==> config.mk <==
export PLATFORM = sky130hd
export DESIGN_NAME = dmi_responder_flat
export DESIGN_NICKNAME = d
export VERILOG_FILES = /design/src/rtl/dm_pkg.sv /design/src/rtl/dmi_responder_if.sv /design/src/rtl/dmi_timeout_ctr.sv /design/src/rtl/dmi_responder.sv /design/src/flat_wrapper.sv
export SDC_FILE = /design/constraint.sdc
export NUM_CORES = 1
export LEC_CHECK = 0
export BUFFER_PORTS_ARGS = -buffer_cell sky130_fd_sc_hd__buf_4
export CAP_MARGIN = 10
export CORE_ASPECT_RATIO = 0.5
export CORE_UTILIZATION = 41
export CTS_BUF_LIST = sky130_fd_sc_hd__clkbuf_2 sky130_fd_sc_hd__clkbuf_4 sky130_fd_sc_hd__clkbuf_8
export DETAILED_ROUTE_END_ITERATION = 7
export GPL_ROUTABILITY_DRIVEN = 0
export PLACE_DENSITY = 0.75
export SLEW_MARGIN = 10
export SYNTH_ARGS = -nofsm -noshare
export SYNTH_HDL_FRONTEND = slang
export SYNTH_SLANG_ARGS = --single-unit
==> constraint.sdc <==
create_clock -name clk -period 1.45 [get_ports clk]
set_clock_uncertainty 0.1 [all_clocks]
set_input_delay 0 -clock clk [delete_from_list [all_inputs] [get_ports clk]]
set_output_delay 0 -clock clk [all_outputs]
set_load 0.1 [all_outputs]
==> src/rtl/dm_pkg.sv <==
// dm_pkg: encodings shared by the DMI responder (DM side) and the DTM FSM.
//   - DMI request op encodings (NOP/READ/WRITE; 3 is reserved)
//   - DMI response codes (SUCCESS/FAILED/BUSY)
//   - responder state enum
package dm_pkg;

  typedef logic [1:0] dmi_op_t;

  localparam dmi_op_t DMI_OP_NOP   = 2'd0;
  localparam dmi_op_t DMI_OP_READ  = 2'd1;
  localparam dmi_op_t DMI_OP_WRITE = 2'd2;

  localparam dmi_op_t DMI_RESP_SUCCESS = 2'd0;
  localparam dmi_op_t DMI_RESP_FAILED  = 2'd2;
  localparam dmi_op_t DMI_RESP_BUSY    = 2'd3;

  typedef enum logic [1:0] {
    RSP_IDLE    = 2'd0,
    RSP_ACCESS  = 2'd1,
    RSP_RESPOND = 2'd2
  } rsp_state_e;

  // READ and WRITE are the only ops that touch the register bus.
  function automatic logic is_bus_op(input dmi_op_t op);
    return (op == DMI_OP_READ) || (op == DMI_OP_WRITE);
  endfunction

endpackage

==> src/rtl/dmi_responder_if.sv <==
// dmi_responder_if: DMI request/response channels plus the DM register bus.
//   slave  : the responder (accepts DMI requests, drives the register bus)
//   master : the environment (DTM side + register block)
//   DMI req : dmi_req_valid/ready, dmi_req_addr[ABITS], dmi_req_data[32], dmi_req_op[2]
//   DMI resp: dmi_resp_valid/ready, dmi_resp_data[32], dmi_resp_op[2]
//   Reg bus : reg_rd_en, reg_wr_en, reg_addr[ABITS], reg_wdata[32],
//             reg_rdata[32], reg_ack, reg_err
interface dmi_responder_if #(
  parameter int ABITS = 7
);
  logic             dmi_req_valid;
  logic             dmi_req_ready;
  logic [ABITS-1:0] dmi_req_addr;
  logic [31:0]      dmi_req_data;
  logic [1:0]       dmi_req_op;

  logic             dmi_resp_valid;
  logic             dmi_resp_ready;
  logic [31:0]      dmi_resp_data;
  logic [1:0]       dmi_resp_op;

  logic             reg_rd_en;
  logic             reg_wr_en;
  logic [ABITS-1:0] reg_addr;
  logic [31:0]      reg_wdata;
  logic [31:0]      reg_rdata;
  logic             reg_ack;
  logic             reg_err;

  modport slave (
    input  dmi_req_valid, dmi_req_addr, dmi_req_data, dmi_req_op,
    output dmi_req_ready,
    output dmi_resp_valid, dmi_resp_data, dmi_resp_op,
    input  dmi_resp_ready,
    output reg_rd_en, reg_wr_en, reg_addr, reg_wdata,
    input  reg_rdata, reg_ack, reg_err
  );

  modport master (
    output dmi_req_valid, dmi_req_addr, dmi_req_data, dmi_req_op,
    input  dmi_req_ready,
    input  dmi_resp_valid, dmi_resp_data, dmi_resp_op,
    output dmi_resp_ready,
    input  reg_rd_en, reg_wr_en, reg_addr, reg_wdata,
    output reg_rdata, reg_ack, reg_err
  );
endinterface

==> src/rtl/dmi_timeout_ctr.sv <==
// dmi_timeout_ctr: saturating wait counter for register accesses.
//   clk, reset : clock, synchronous active-high reset
//   clear      : restart from 0 (wins over inc)
//   inc        : count up by one, saturating at TIMEOUT-1
//   expired    : count == TIMEOUT-1
module dmi_timeout_ctr #(
  parameter int TIMEOUT = 16
) (
  input  logic clk,
  input  logic reset,
  input  logic clear,
  input  logic inc,
  output logic expired
);
  localparam int            CW    = $clog2(TIMEOUT);
  localparam logic [CW-1:0] CMAX  = CW'(TIMEOUT - 1);

  logic [CW-1:0] r_cnt;

  always_ff @(posedge clk) begin
    if (reset)                      r_cnt <= '0;
    else if (clear)                 r_cnt <= '0;
    else if (inc && (r_cnt != CMAX)) r_cnt <= r_cnt + 1'b1;
  end

  assign expired = (r_cnt == CMAX);
endmodule

==> src/rtl/dmi_responder.sv <==
// dmi_responder: DM side of the DMI link. Takes one request at a time,
// performs it on the DM register bus with a bounded wait, and returns a
// status-coded response.
//   clk, reset : single clock, synchronous active-high reset
//   bus        : dmi_responder_if.slave (DMI req/resp channels + reg bus)
// Parameters: ABITS (DMI address width), TIMEOUT (max ack wait, >= 2).
module dmi_responder
  import dm_pkg::*;
#(
  parameter int ABITS   = 7,
  parameter int TIMEOUT = 16
) (
  input  logic             clk,
  input  logic             reset,
  dmi_responder_if.slave   bus
);

  rsp_state_e       r_state;
  rsp_state_e       w_next;

  logic             w_req_ready;
  logic             w_resp_valid;
  logic             w_accept;
  logic             w_resp_hs;
  logic             w_expired;
  logic             w_done;

  dmi_op_t          r_op;
  logic [ABITS-1:0] r_addr;
  logic [31:0]      r_wdata;
  logic             r_rd_en;
  logic             r_wr_en;
  logic [31:0]      r_resp_data;
  dmi_op_t          r_resp_op;

  assign w_accept  = bus.dmi_req_valid && w_req_ready;
  assign w_resp_hs = w_resp_valid && bus.dmi_resp_ready;
  // Ack and timeout in the same cycle both end the access; the datapath
  // below gives the ack priority when forming the response.
  assign w_done    = (r_state == RSP_ACCESS) && (bus.reg_ack || w_expired);

  dmi_timeout_ctr #(.TIMEOUT(TIMEOUT)) u_tmo (
    .clk     (clk),
    .reset   (reset),
    .clear   (w_accept),
    .inc     (r_state == RSP_ACCESS),
    .expired (w_expired)
  );

  // --- FSM: state register
  always_ff @(posedge clk) begin
    if (reset) r_state <= RSP_IDLE;
    else       r_state <= w_next;
  end

  // --- FSM: next state
  always_comb begin
    w_next = r_state;
    case (r_state)
      RSP_IDLE:    if (w_accept) w_next = is_bus_op(bus.dmi_req_op) ? RSP_ACCESS : RSP_RESPOND;
      RSP_ACCESS:  if (w_done)   w_next = RSP_RESPOND;
      RSP_RESPOND: if (w_resp_hs) w_next = RSP_IDLE;
      default:     w_next = RSP_IDLE;
    endcase
  end

  // --- FSM: outputs. Ready is masked by reset so nothing is offered or
  // accepted while reset is asserted.
  always_comb begin
    w_req_ready  = (r_state == RSP_IDLE) && !reset;
    w_resp_valid = (r_state == RSP_RESPOND);
  end

  // --- Registered datapath: captured request, bus strobes, response
  always_ff @(posedge clk) begin
    if (reset) begin
      r_op        <= DMI_OP_NOP;
      r_addr      <= '0;
      r_wdata     <= '0;
      r_rd_en     <= 1'b0;
      r_wr_en     <= 1'b0;
      r_resp_data <= '0;
      r_resp_op   <= DMI_RESP_SUCCESS;
    end else if (w_accept) begin
      r_op        <= bus.dmi_req_op;
      r_addr      <= bus.dmi_req_addr;
      r_wdata     <= bus.dmi_req_data;
      r_rd_en     <= (bus.dmi_req_op == DMI_OP_READ);
      r_wr_en     <= (bus.dmi_req_op == DMI_OP_WRITE);
      r_resp_data <= '0;
      // NOP succeeds immediately; reserved op fails without a bus access.
      r_resp_op   <= (bus.dmi_req_op == 2'd3) ? DMI_RESP_FAILED : DMI_RESP_SUCCESS;
    end else if (w_done) begin
      r_rd_en <= 1'b0;
      r_wr_en <= 1'b0;
      if (bus.reg_ack) begin
        r_resp_op   <= bus.reg_err ? DMI_RESP_FAILED : DMI_RESP_SUCCESS;
        r_resp_data <= (!bus.reg_err && (r_op == DMI_OP_READ)) ? bus.reg_rdata : 32'd0;
      end else begin
        r_resp_op   <= DMI_RESP_FAILED;
        r_resp_data <= '0;
      end
    end else if (w_resp_hs) begin
      r_resp_op   <= DMI_RESP_SUCCESS;
      r_resp_data <= '0;
    end
  end

  assign bus.dmi_req_ready  = w_req_ready;
  assign bus.dmi_resp_valid = w_resp_valid;
  assign bus.dmi_resp_data  = r_resp_data;
  assign bus.dmi_resp_op    = r_resp_op;
  assign bus.reg_rd_en      = r_rd_en;
  assign bus.reg_wr_en      = r_wr_en;
  assign bus.reg_addr       = r_addr;
  assign bus.reg_wdata      = r_wdata;

endmodule

==> src/flat_wrapper.sv <==
// flat-port wrapper written by rule: the top's interface ports become plain ports
module dmi_responder_flat import dm_pkg::*;
#(
  parameter int ABITS   = 7,
  parameter int TIMEOUT = 16
)
  (clk, reset, bus_dmi_req_valid, bus_dmi_req_addr, bus_dmi_req_data, bus_dmi_req_op, bus_dmi_req_ready, bus_dmi_resp_valid, bus_dmi_resp_data, bus_dmi_resp_op, bus_dmi_resp_ready, bus_reg_rd_en, bus_reg_wr_en, bus_reg_addr, bus_reg_wdata, bus_reg_rdata, bus_reg_ack, bus_reg_err);
  dmi_responder_if #(.ABITS(ABITS)) bus_i ();
  input  logic clk;
  input  logic reset;
  input wire logic [$bits(bus_i.dmi_req_valid)-1:0] bus_dmi_req_valid;
  input wire logic [$bits(bus_i.dmi_req_addr)-1:0] bus_dmi_req_addr;
  input wire logic [$bits(bus_i.dmi_req_data)-1:0] bus_dmi_req_data;
  input wire logic [$bits(bus_i.dmi_req_op)-1:0] bus_dmi_req_op;
  output wire logic [$bits(bus_i.dmi_req_ready)-1:0] bus_dmi_req_ready;
  output wire logic [$bits(bus_i.dmi_resp_valid)-1:0] bus_dmi_resp_valid;
  output wire logic [$bits(bus_i.dmi_resp_data)-1:0] bus_dmi_resp_data;
  output wire logic [$bits(bus_i.dmi_resp_op)-1:0] bus_dmi_resp_op;
  input wire logic [$bits(bus_i.dmi_resp_ready)-1:0] bus_dmi_resp_ready;
  output wire logic [$bits(bus_i.reg_rd_en)-1:0] bus_reg_rd_en;
  output wire logic [$bits(bus_i.reg_wr_en)-1:0] bus_reg_wr_en;
  output wire logic [$bits(bus_i.reg_addr)-1:0] bus_reg_addr;
  output wire logic [$bits(bus_i.reg_wdata)-1:0] bus_reg_wdata;
  input wire logic [$bits(bus_i.reg_rdata)-1:0] bus_reg_rdata;
  input wire logic [$bits(bus_i.reg_ack)-1:0] bus_reg_ack;
  input wire logic [$bits(bus_i.reg_err)-1:0] bus_reg_err;
  assign bus_i.dmi_req_valid = bus_dmi_req_valid;
  assign bus_i.dmi_req_addr = bus_dmi_req_addr;
  assign bus_i.dmi_req_data = bus_dmi_req_data;
  assign bus_i.dmi_req_op = bus_dmi_req_op;
  assign bus_dmi_req_ready = bus_i.dmi_req_ready;
  assign bus_dmi_resp_valid = bus_i.dmi_resp_valid;
  assign bus_dmi_resp_data = bus_i.dmi_resp_data;
  assign bus_dmi_resp_op = bus_i.dmi_resp_op;
  assign bus_i.dmi_resp_ready = bus_dmi_resp_ready;
  assign bus_reg_rd_en = bus_i.reg_rd_en;
  assign bus_reg_wr_en = bus_i.reg_wr_en;
  assign bus_reg_addr = bus_i.reg_addr;
  assign bus_reg_wdata = bus_i.reg_wdata;
  assign bus_i.reg_rdata = bus_reg_rdata;
  assign bus_i.reg_ack = bus_reg_ack;
  assign bus_i.reg_err = bus_reg_err;
  dmi_responder #(.ABITS(ABITS), .TIMEOUT(TIMEOUT)) u_core (.clk(clk), .reset(reset), .bus(bus_i));
endmodule
==> results of run 1 <==
==> cell type report <==
class | instances | share of cell area
timing repair buffer | 260 | 0.398
sequential | 82 | 0.284
multi-input combinational | 189 | 0.249
tap | 108 | 0.0233
clock buffer | 10 | 0.0226
clock inverter | 6 | 0.0198
inverter | 4 | 0.00259
==> registers in the layout, indices dropped and copies added, names as in the netlist <==
name	count
u_core.u_tmo.r_cnt	4
u_core.bus.reg_addr	7
u_core.r_state	2
u_core.r_op	2
u_core.bus.reg_rd_en	1
u_core.bus.dmi_resp_data	32
u_core.bus.reg_wr_en	1
u_core.bus.reg_wdata	32
u_core.bus.dmi_resp_op	1
==> Yosys cell counts, types with 2 or more instances <==
library cell  instances
dfxtp_1              82
a21oi_1              37
nand4_1              31
nand3b_1              2
a22o_1               41
buf_6                 8
buf_4                 3
nor3_1                3
nand2_2               2
buf_2                17
nor2b_1               2
nand2b_1              2
o2111ai_1             2
o21ai_0               3
inv_1                 4
ha_1                  4
nor2_1                2
clkbuf_1             10
or3_1                 4
o211ai_1             34
nand3_1               2
a21oi_2               3
==> path summary, 6_finish.rpt <==
kind / endpoint / slack, ps
worst max register to register: u_core.bus.reg_wr_en / -30
worst min register to register: u_core.bus.reg_wdata[16] / 380
worst max-delay path: u_core.bus.reg_wr_en / -30
worst min-delay path: u_core.bus.reg_wdata[5] / 290
==> metrics by stage <==
step / hold slack [ps] / instance area, um^2 / setup slack, ps / utilization / setup TNS (ps)
after floorplan: 32.6 / 3290 / 9.85 / - / 0
after global placement: 116 / 4590 / -159 / 0.613 / -6590
after detailed placement: 119 / 4590 / -181 / 0.613 / -7450
after CTS: 280 / 5680 / -12.9 / 0.758 / -26.1
after global routing: 298 / 5800 / -80.9 / 0.775 / -4080
final: 293 / 5800 / -26.2 / 0.775 / -75.2
==> metal layers <==
layer / GRT usage / vias to the layer above / part of all wire
li1: - / 1683 / -
met1: 0.320 / 1713 / 0.43
met2: 0.460 / 144 / 0.49
met3: 0.0611 / 30 / 0.055
met4: 0.104 / 0 / 0.025
met5: 0 / - / 0
==> repair_timing <==
| action | in CTS | in global routing |
|---|---|---|
| endpoints found under the setup margin | 64 | 83 |
| gates cloned | 1 | 3 |
| hold endpoints to repair | 78 | 0 |
| resized for setup | 10 | 10 |
| pin swaps | 4 | 6 |
| setup buffers | 0 | 3 |
| hold buffers | 78 | 0 |
==> worst min-delay path, cell delays in order <==
cell           delay (ps)
dlygate4sd3_1         520
buf_4                  90
a22o_1                110
==> cell families after synthesis <==
kind of cell	count (synthesis)
other	1
DFF	82
buffers and inverters	42
and+or+nand+nor	56
AOI/OAI and AO/OA	127
adders and majority gates	4
==> report_power, final <==
part	internal, mW	switching [mW]	leakage [nW]	total (mW)
logic	0.678	1.30	1.64	1.98
clock network	1.17	0.845	0.120	2.01
registers	2.37	0.0737	0.671	2.44
total	4.22	2.22	2.43	6.43
==> flow_summary.toml, run 1 <==
[logic_synthesis]
ys_ff_latch = 82
yosysTopAreaCellShare = 0.507
synthAdderAreaFrac = 0.0155
yosys_warnings = 0
ys.flop_type = "dfxtp_1"
synth_xor_area_frac = 0
netlist_instances = 312
synthArstFlopShare = 0
yosysTopAreaCell = "dfxtp_1"
synth.cell_area_um2 = 3240
netlist-cell-type-count = 36
muxShareOfSynthArea = 0
syn_nets = 395
seq_area_frac_synth = 0.507
synth-simple-area-share = 0.116
synthTopCellsByArea = "dfxtp_1 51%, a22o_1 11%, o211ai_1 7.9%"
synth-edff-count = 0
synth.avg_cell_area_um2 = 10.4
synth_top_family_by_area = "compound AO/OA/AOI/OAI gates"
synth_compound_area_frac = 0.283

[floorplanning]
rows = 22
die_w_um = 128
ios = 156
core_um2 = 7490
fp.dieH_um = 64.8
dieArea_um2 = 8280
initial_core_util = 0.432

[cells_and_area]
nNetsFinal = 629
fin_cells = 659
insertedDiodeCount = 0
most-common-layout-cells = "163 x buf_4, 78 x dlygate4sd3_1, 76 x dfxtp_1"
area.growth.synth_to_final_pct = 79.3
regArea_um2 = 1650
multi_input_area_um2 = 1450
fill_cells = 502
final_common_cell = "buf_4"
final_layout_size_suffix_gt1_frac = 0.407

[drt]
avgViaCountPerCell = 5.42
route.detailed.drc = 0
ant_nets = 0
vias = 3570
post_drt_wl_per_cell_um = 17.0
first_iter_violations = 268
drt_pass1_iterations = 4
routed_wl_um = 11200

[sta]
worst_slew_pin_slew_ps = 643
max_freq_mhz = 677
finalCriticalPeriod_ps = 1480
setup_slack_ps = -26.2
slew_headroom = 0.570
fin_crit_sh = 1.02
setup_viol = 5
drv_slew = 0
hold_viol = 0
rsz0062_at_grt = "yes"

[global_route]
gr-usage-all-layers = 0.264
antenna_found_initial = 0
grt-ovfl-total = 0
grt_pass1_vias = 3429
grt_pass1_wl_um = 17200
grt_max_degree = 38

[setup_path]
critPathSlowestCell = "or4b_4"
slowest_delay_ps = 560
reg2reg_depth = 4
cp.depth = 4
crit_type = "reg2reg"
path_cells = "buf_6 -> or4b_4 -> o211ai_1 -> a21oi_2"
reg2reg_from = "u_core.r_state[0]"
crit_arrival_ps = 1620
cpLargestDelayFamily = "simple AND/OR/NAND/NOR gates"
setup.worst_path.start = "u_core.r_state[0]"
path_buf_inv = 1
endpoint_kind = "flop"
cp-start-kind = "flop"
cp_max_fo = 5
required_ps = 1600

[clocking]
cts-htree-levels = 3
clockRootBuffer = "clkbuf_8"
cts_tree = "done"
clkTransAtPathRegs_ps = 90
clk_latency_ps = 360
cts_sinks = 82
clockBufferDepth = 2
cts_buffers = 9

[pwr]
power_density_nw_per_um2 = 1110
power_mw = 6.43
vdd_ir_drop_max_v = 0.000839
p_leak_nw = 2.43

[place]
place_inst = 558
io_buffers = 154
dp_hpwl_um = 5830

[hold_path]
hold-path-cell-count = 3
min_from = "bus_dmi_req_data[5]"
worstHoldPathType = "in2reg"

[outcome]
violations = "setup timing"
status = "finished, violations left"

[run]
maxCapViolations = 0
No activity file was read; power rests on OpenSTA's default activity.
==> run 2, diff against run 1 <==
--- a/config.mk
+++ b/config.mk
@@ -13,7 +13,8 @@
 export DETAILED_ROUTE_END_ITERATION = 7
 export GPL_ROUTABILITY_DRIVEN = 0
-export PLACE_DENSITY = 0.75
+export PLACE_DENSITY = 0.76
 export SLEW_MARGIN = 10
 export SYNTH_ARGS = -nofsm -noshare
 export SYNTH_HDL_FRONTEND = slang
+export SYNTH_HIERARCHICAL = 1
 export SYNTH_SLANG_ARGS = --single-unit
==> constraint.sdc (replaced) <==
create_clock -name clk -period 1.45 [get_ports clk]
set_clock_uncertainty 0.1 [all_clocks]
set_input_delay 0.145 -clock clk [delete_from_list [all_inputs] [get_ports clk]]
set_output_delay 0.145 -clock clk [all_outputs]
set_load 0.1 [all_outputs]
==> flow_summary.toml, run 2 <==
[outcome]
status = "finished, violations left"
violations = "DRC, setup timing"

[global_route]
grt_max_degree = 33
grt_pass1_wl_um = 18300
antenna_found_initial = 1
grt-ovfl-total = 0
grt_pass1_vias = 3657
gr-usage-all-layers = 0.297

[setup_path]
cp_max_fo = 3
required_ps = 1590
crit_arrival_ps = 1820
rrSetupSlack_ps = -230
cp-start-kind = "flop"
endpoint_kind = "flop"
crit_type = "reg2reg"

[cells_and_area]
most-common-layout-cells = "172 x buf_4, 77 x dfxtp_1, 75 x dlygate4sd3_1"
final_layout_size_suffix_gt1_frac = 0.430
nNetsFinal = 643
area.growth.synth_to_final_pct = 90.3
final_util = 0.843
final_common_cell = "buf_4"
fill_cells = 347

[logic_synthesis]
syn_nets = 386
yosys_warnings = 6
seq_area_frac_synth = 0.530
synth-edff-count = 0
ys_ff_latch = 82
synthArstFlopShare = 0
synthTopCellsByArea = "dfxtp_1 53%, a22o_1 12%, o211ai_1 8.7%"
netlist_instances = 303
netlist-cell-type-count = 37
yosysTopAreaCellShare = 0.530
ys.flop_type = "dfxtp_1"
ys_top_cells_by_count = "82 x dfxtp_1, 41 x a22o_1, 37 x a21oi_1"
synth.cell_area_um2 = 3100
synth.most_common_cell = "dfxtp_1"
synth.avg_cell_area_um2 = 10.2
yosysTopAreaCell = "dfxtp_1"

[drt]
route.detailed.drc = 12
vias = 3770
routed_wl_um = 13600
ant_nets = 0
first_iter_violations = 420
avgViaCountPerCell = 5.75
drt_pass1_iterations = 8
post_drt_wl_per_cell_um = 20.7

[sta]
worst_slew_pin_slew_ps = 625
finalCriticalPeriod_ps = 1680
fin_crit_sh = 1.16
finalSetupTns_ps = -6770
setup_slack_ps = -232
hold_viol = 0
drv_slew = 0
rsz0062_at_grt = "yes"
setup_viol = 78
slew_headroom = 0.582
max_freq_mhz = 595

[hold_path]
worstHoldPathType = "in2reg"

[clocking]
cts_tree = "done"
clkTransAtPathRegs_ps = 90
cts-htree-levels = 3
cts_sinks = 82
clockRootBuffer = "clkbuf_8"
cts_buffers = 9
clockBufferDepth = 2
clk_latency_ps = 370

[floorplanning]
core_um2 = 6990
initial_core_util = 0.443
rows = 21
ios = 156
fp.dieH_um = 63.4
dieArea_um2 = 7920
die_w_um = 125

[pwr]
vdd_ir_drop_max_v = 0.000871
p_leak_nw = 2.54
power_density_nw_per_um2 = 1040
power_mw = 6.11

[place]
io_buffers = 154
dp_hpwl_um = 6180

[run]
maxCapViolations = 0
==> run 2: through the flow <==
step / std cells / setup WS [ps] / area [um^2] / hold WS (ps)
floorplan: 303 / -114 / 3180 / 143
global placement: 546 / -304 / 4530 / 260
detailed placement: 546 / -376 / 4530 / 265
CTS: 645 / -60.7 / 5650 / 68.8
global route: 656 / -175 / 5890 / 124
finish: 656 / -232 / 5890 / 141
==> run 2: area by class of cell <==
| type | count | area [um^2] | area share |
|---|---|---|---|
| Antenna cell | 1 | 2.50 | 0.000425 |
| Clock buffer | 11 | 145 | 0.0246 |
| Clock inverter | 3 | 65.1 | 0.0110 |
| Inverter | 6 | 37.5 | 0.00637 |
| Multi-Input combinational cell | 187 | 1400 | 0.238 |
| Sequential cell | 82 | 1650 | 0.280 |
| Tap cell | 92 | 115 | 0.0195 |
| Timing Repair Buffer | 273 | 2460 | 0.418 |
| Timing Repair inverter | 1 | 6.26 | 0.00106 |
==> run 2: cells by family (layout without fill, tap and decap cells) <==
logic type	Yosys count	count (layout)	share of synthesized area
fa+ha+maj	4	4	0.0162
compound gates	123	124	0.290
mux	1	1	0.00364
other cells	1	2	0.00121
buf+inv	36	294	0.0610
flops	82	82	0.530
simple gates	56	57	0.0974
==> run 2: worst paths after layout <==
path | endpoint | cells after the start | start
max reg2reg | u_core/bus.reg_rd_en | 4 | u_core/r_state[0]
min reg2reg | u_core/bus.reg_addr[3] | 1 | u_core/bus.reg_addr[3]
max | u_core/bus.reg_rd_en | 4 | u_core/r_state[0]
min | u_core/bus.dmi_resp_op[1] | 3 | reset
==> run 2: critical path, stage by stage (launching register included) <==
cell	delay, ps
dfxtp_2	350
or4b_4	620
buf_6	160
o211ai_1	160
a21oi_1	160
==> run 2: timing repair <==
item | CTS | global route
pin swaps | 13 | 15
gates cloned | 3 | 5
setup endpoints to repair | 84 | 83
endpoints found under the hold margin | 75 | 0
hold buffers | 75 | 0
resized for setup | 21 | 19
setup buffers | 7 | 6
==> run 2: layer usage <==
layer,vias up,share of wire,track usage,wire length [um]
met3,57,0.084,0.0748,1150
met5,-,0,0,0
met4,0,0.041,0.136,557
li1,1659,-,-,-
met2,254,0.49,0.539,6630
met1,1800,0.39,0.332,5240
==> run 2: power by group <==
| part | internal (mW) | switching (mW) | total [mW] |
|---|---|---|---|
| Combinational | 0.675 | 1.17 | 1.84 |
| Clock | 1.02 | 0.829 | 1.84 |
| Sequential | 2.35 | 0.0710 | 2.43 |
| Total | 4.04 | 2.07 | 6.11 |
==> run 3, diff against run 2 <==
CELL_PAD_IN_SITES_DETAIL_PLACEMENT = 1   (was not set)
CELL_PAD_IN_SITES_GLOBAL_PLACEMENT = 1   (was not set)
CORE_UTILIZATION = 31   (was 41)
PLACE_DENSITY = 0.78   (was 0.76)
==> flow_summary.toml, run 3 (same netlist as run 2, synthesis figures left out) <==
[outcome]
status = "finished, violations left"
violations = "setup timing"

[drt]
vias = 3665
avgViaCountPerCell = 5.25
first_iter_violations = 243
route.detailed.drc = 0
routed_wl_um = 15700
ant_nets = 0
drt_pass1_iterations = 4
post_drt_wl_per_cell_um = 22.4

[sta]
rsz0062_at_grt = "yes"
fin_crit_sh = 1.12
drv_slew = 0
hold_viol = 0
setup_slack_ps = -172
setup_viol = 82
finalCriticalPeriod_ps = 1620
max_freq_mhz = 617

[global_route]
grt-ovfl-total = 0
antenna_found_initial = 0
gr-usage-all-layers = 0.253
grt_pass1_vias = 3764
grt_pass1_wl_um = 19900
grt_max_degree = 36

[floorplanning]
dieArea_um2 = 10400
ios = 156
rows = 25
die_w_um = 143
fp.dieH_um = 72.7
initial_core_util = 0.323
core_um2 = 9570

[place]
io_buffers = 154
placed_area_um2 = 4590
place_inst = 589
dp_hpwl_um = 7020

[cells_and_area]
area.growth.synth_to_final_pct = 92.2
nNetsFinal = 641
most-common-layout-cells = "171 x buf_4, 77 x dfxtp_1, 74 x dlygate4sd3_1"
final_area_um2 = 5950
fin_cells = 698
final_layout_size_suffix_gt1_frac = 0.446
insertedDiodeCount = 0
final_common_cell = "buf_4"

[setup_path]
crit_arrival_ps = 1780
cp_max_fo = 6
cp-start-kind = "flop"
required_ps = 1610
endpoint_kind = "flop"
crit_type = "reg2reg"

[clocking]
cts_tree = "done"
clk_latency_ps = 370
cts_sinks = 82
clockRootBuffer = "clkbuf_8"
cts-htree-levels = 3
clkTransAtPathRegs_ps = 90
clockBufferDepth = 2
cts_buffers = 9

[run]
maxCapViolations = 0

[pwr]
power_density_nw_per_um2 = 1010
vdd_ir_drop_max_v = 0.000676
power_mw = 6.03
p_leak_nw = 2.54

[hold_path]
worstHoldPathType = "in2reg"
## run 3: cell types whose count changed in the layout (fill, tap and decap cells not counted), sizes merged
cell         previous run  this run
bufinv                  2         1
clkbuf                 15        16
inv                     7         8
diode                   1         0
dlygate4sd3            75        74
buf                   194       192
a21oi                  38        37
clkinv                  1         5
nor2                    7         6
## run 3: metal layers
metal / global-route usage / share of wire / vias to the layer above
met5: 0 / 0 / -
met4: 0.0851 / 0.027 / 0
met3: 0.0577 / 0.049 / 43
met2: 0.479 / 0.53 / 147
met1: 0.284 / 0.40 / 1816
li1: - / - / 1659
## run 3: repair_timing
| item | CTS | global route |
|---|---|---|
| setup buffers | 1 | 7 |
| gates resized for setup | 13 | 29 |
| gates cloned | 1 | 10 |
| endpoints found under the setup margin | 55 | 84 |
| pin swaps | 13 | 36 |
| hold endpoints to repair | 74 | 1 |
| hold buffers | 73 | 1 |
## run 3: path summary, 6_finish.rpt
check / to / depth (start not counted) / slack, ps / startpoint
min: u_core/r_state[0] / 3 / 90 / bus_dmi_req_valid
max reg2reg: u_core/bus.dmi_resp_data[19] / 8 / -170 / u_core/u_tmo/r_cnt[1]
max: u_core/bus.dmi_resp_data[19] / 8 / -170 / u_core/u_tmo/r_cnt[1]
min reg2reg: u_core/bus.reg_wdata[25] / 1 / 390 / u_core/bus.reg_wdata[25]
## run 3: worst max-delay path, cell delays in order (launching register included)
cell	delay, ps
dfxtp_2	370
ha_4	170
nand3_4	90
inv_4	100
nor2_4	60
buf_12	120
clkbuf_16	140
o211ai_1	240
a21oi_1	110
## run 3: power breakdown
group          switching, mW  total, mW  internal [mW]
Clock                  0.926       1.73          0.809
Sequential            0.0766       2.43           2.35
Combinational           1.19       1.86          0.674
Total                   2.19       6.03           3.84
## run 3: area by class of cell
| class | count | area [um^2] |
|---|---|---|
| Clock buffer | 9 | 124 |
| Clock inverter | 7 | 76.3 |
| Inverter | 6 | 37.5 |
| Multi-Input combinational cell | 185 | 1400 |
| Timing Repair inverter | 1 | 6.26 |
| Sequential cell | 82 | 1650 |
| Fill cell | 1044 | 3620 |
| Tap cell | 135 | 169 |
| Timing Repair Buffer | 273 | 2480 |
## run 3: through the flow
step           utilization  setup WS [ps]  TNS (ps)  hold slack (ps)
5_1_grt              0.622           -196     -8380             66.6
3_5_place_dp         0.480          -87.9     -2340              266
4_1_cts              0.584          -86.2     -2170            -77.9
6_report             0.622           -172     -6300             94.0
3_3_place_gp         0.480          -34.5      -888              261
2_1_floorplan            -           -114      -862              143
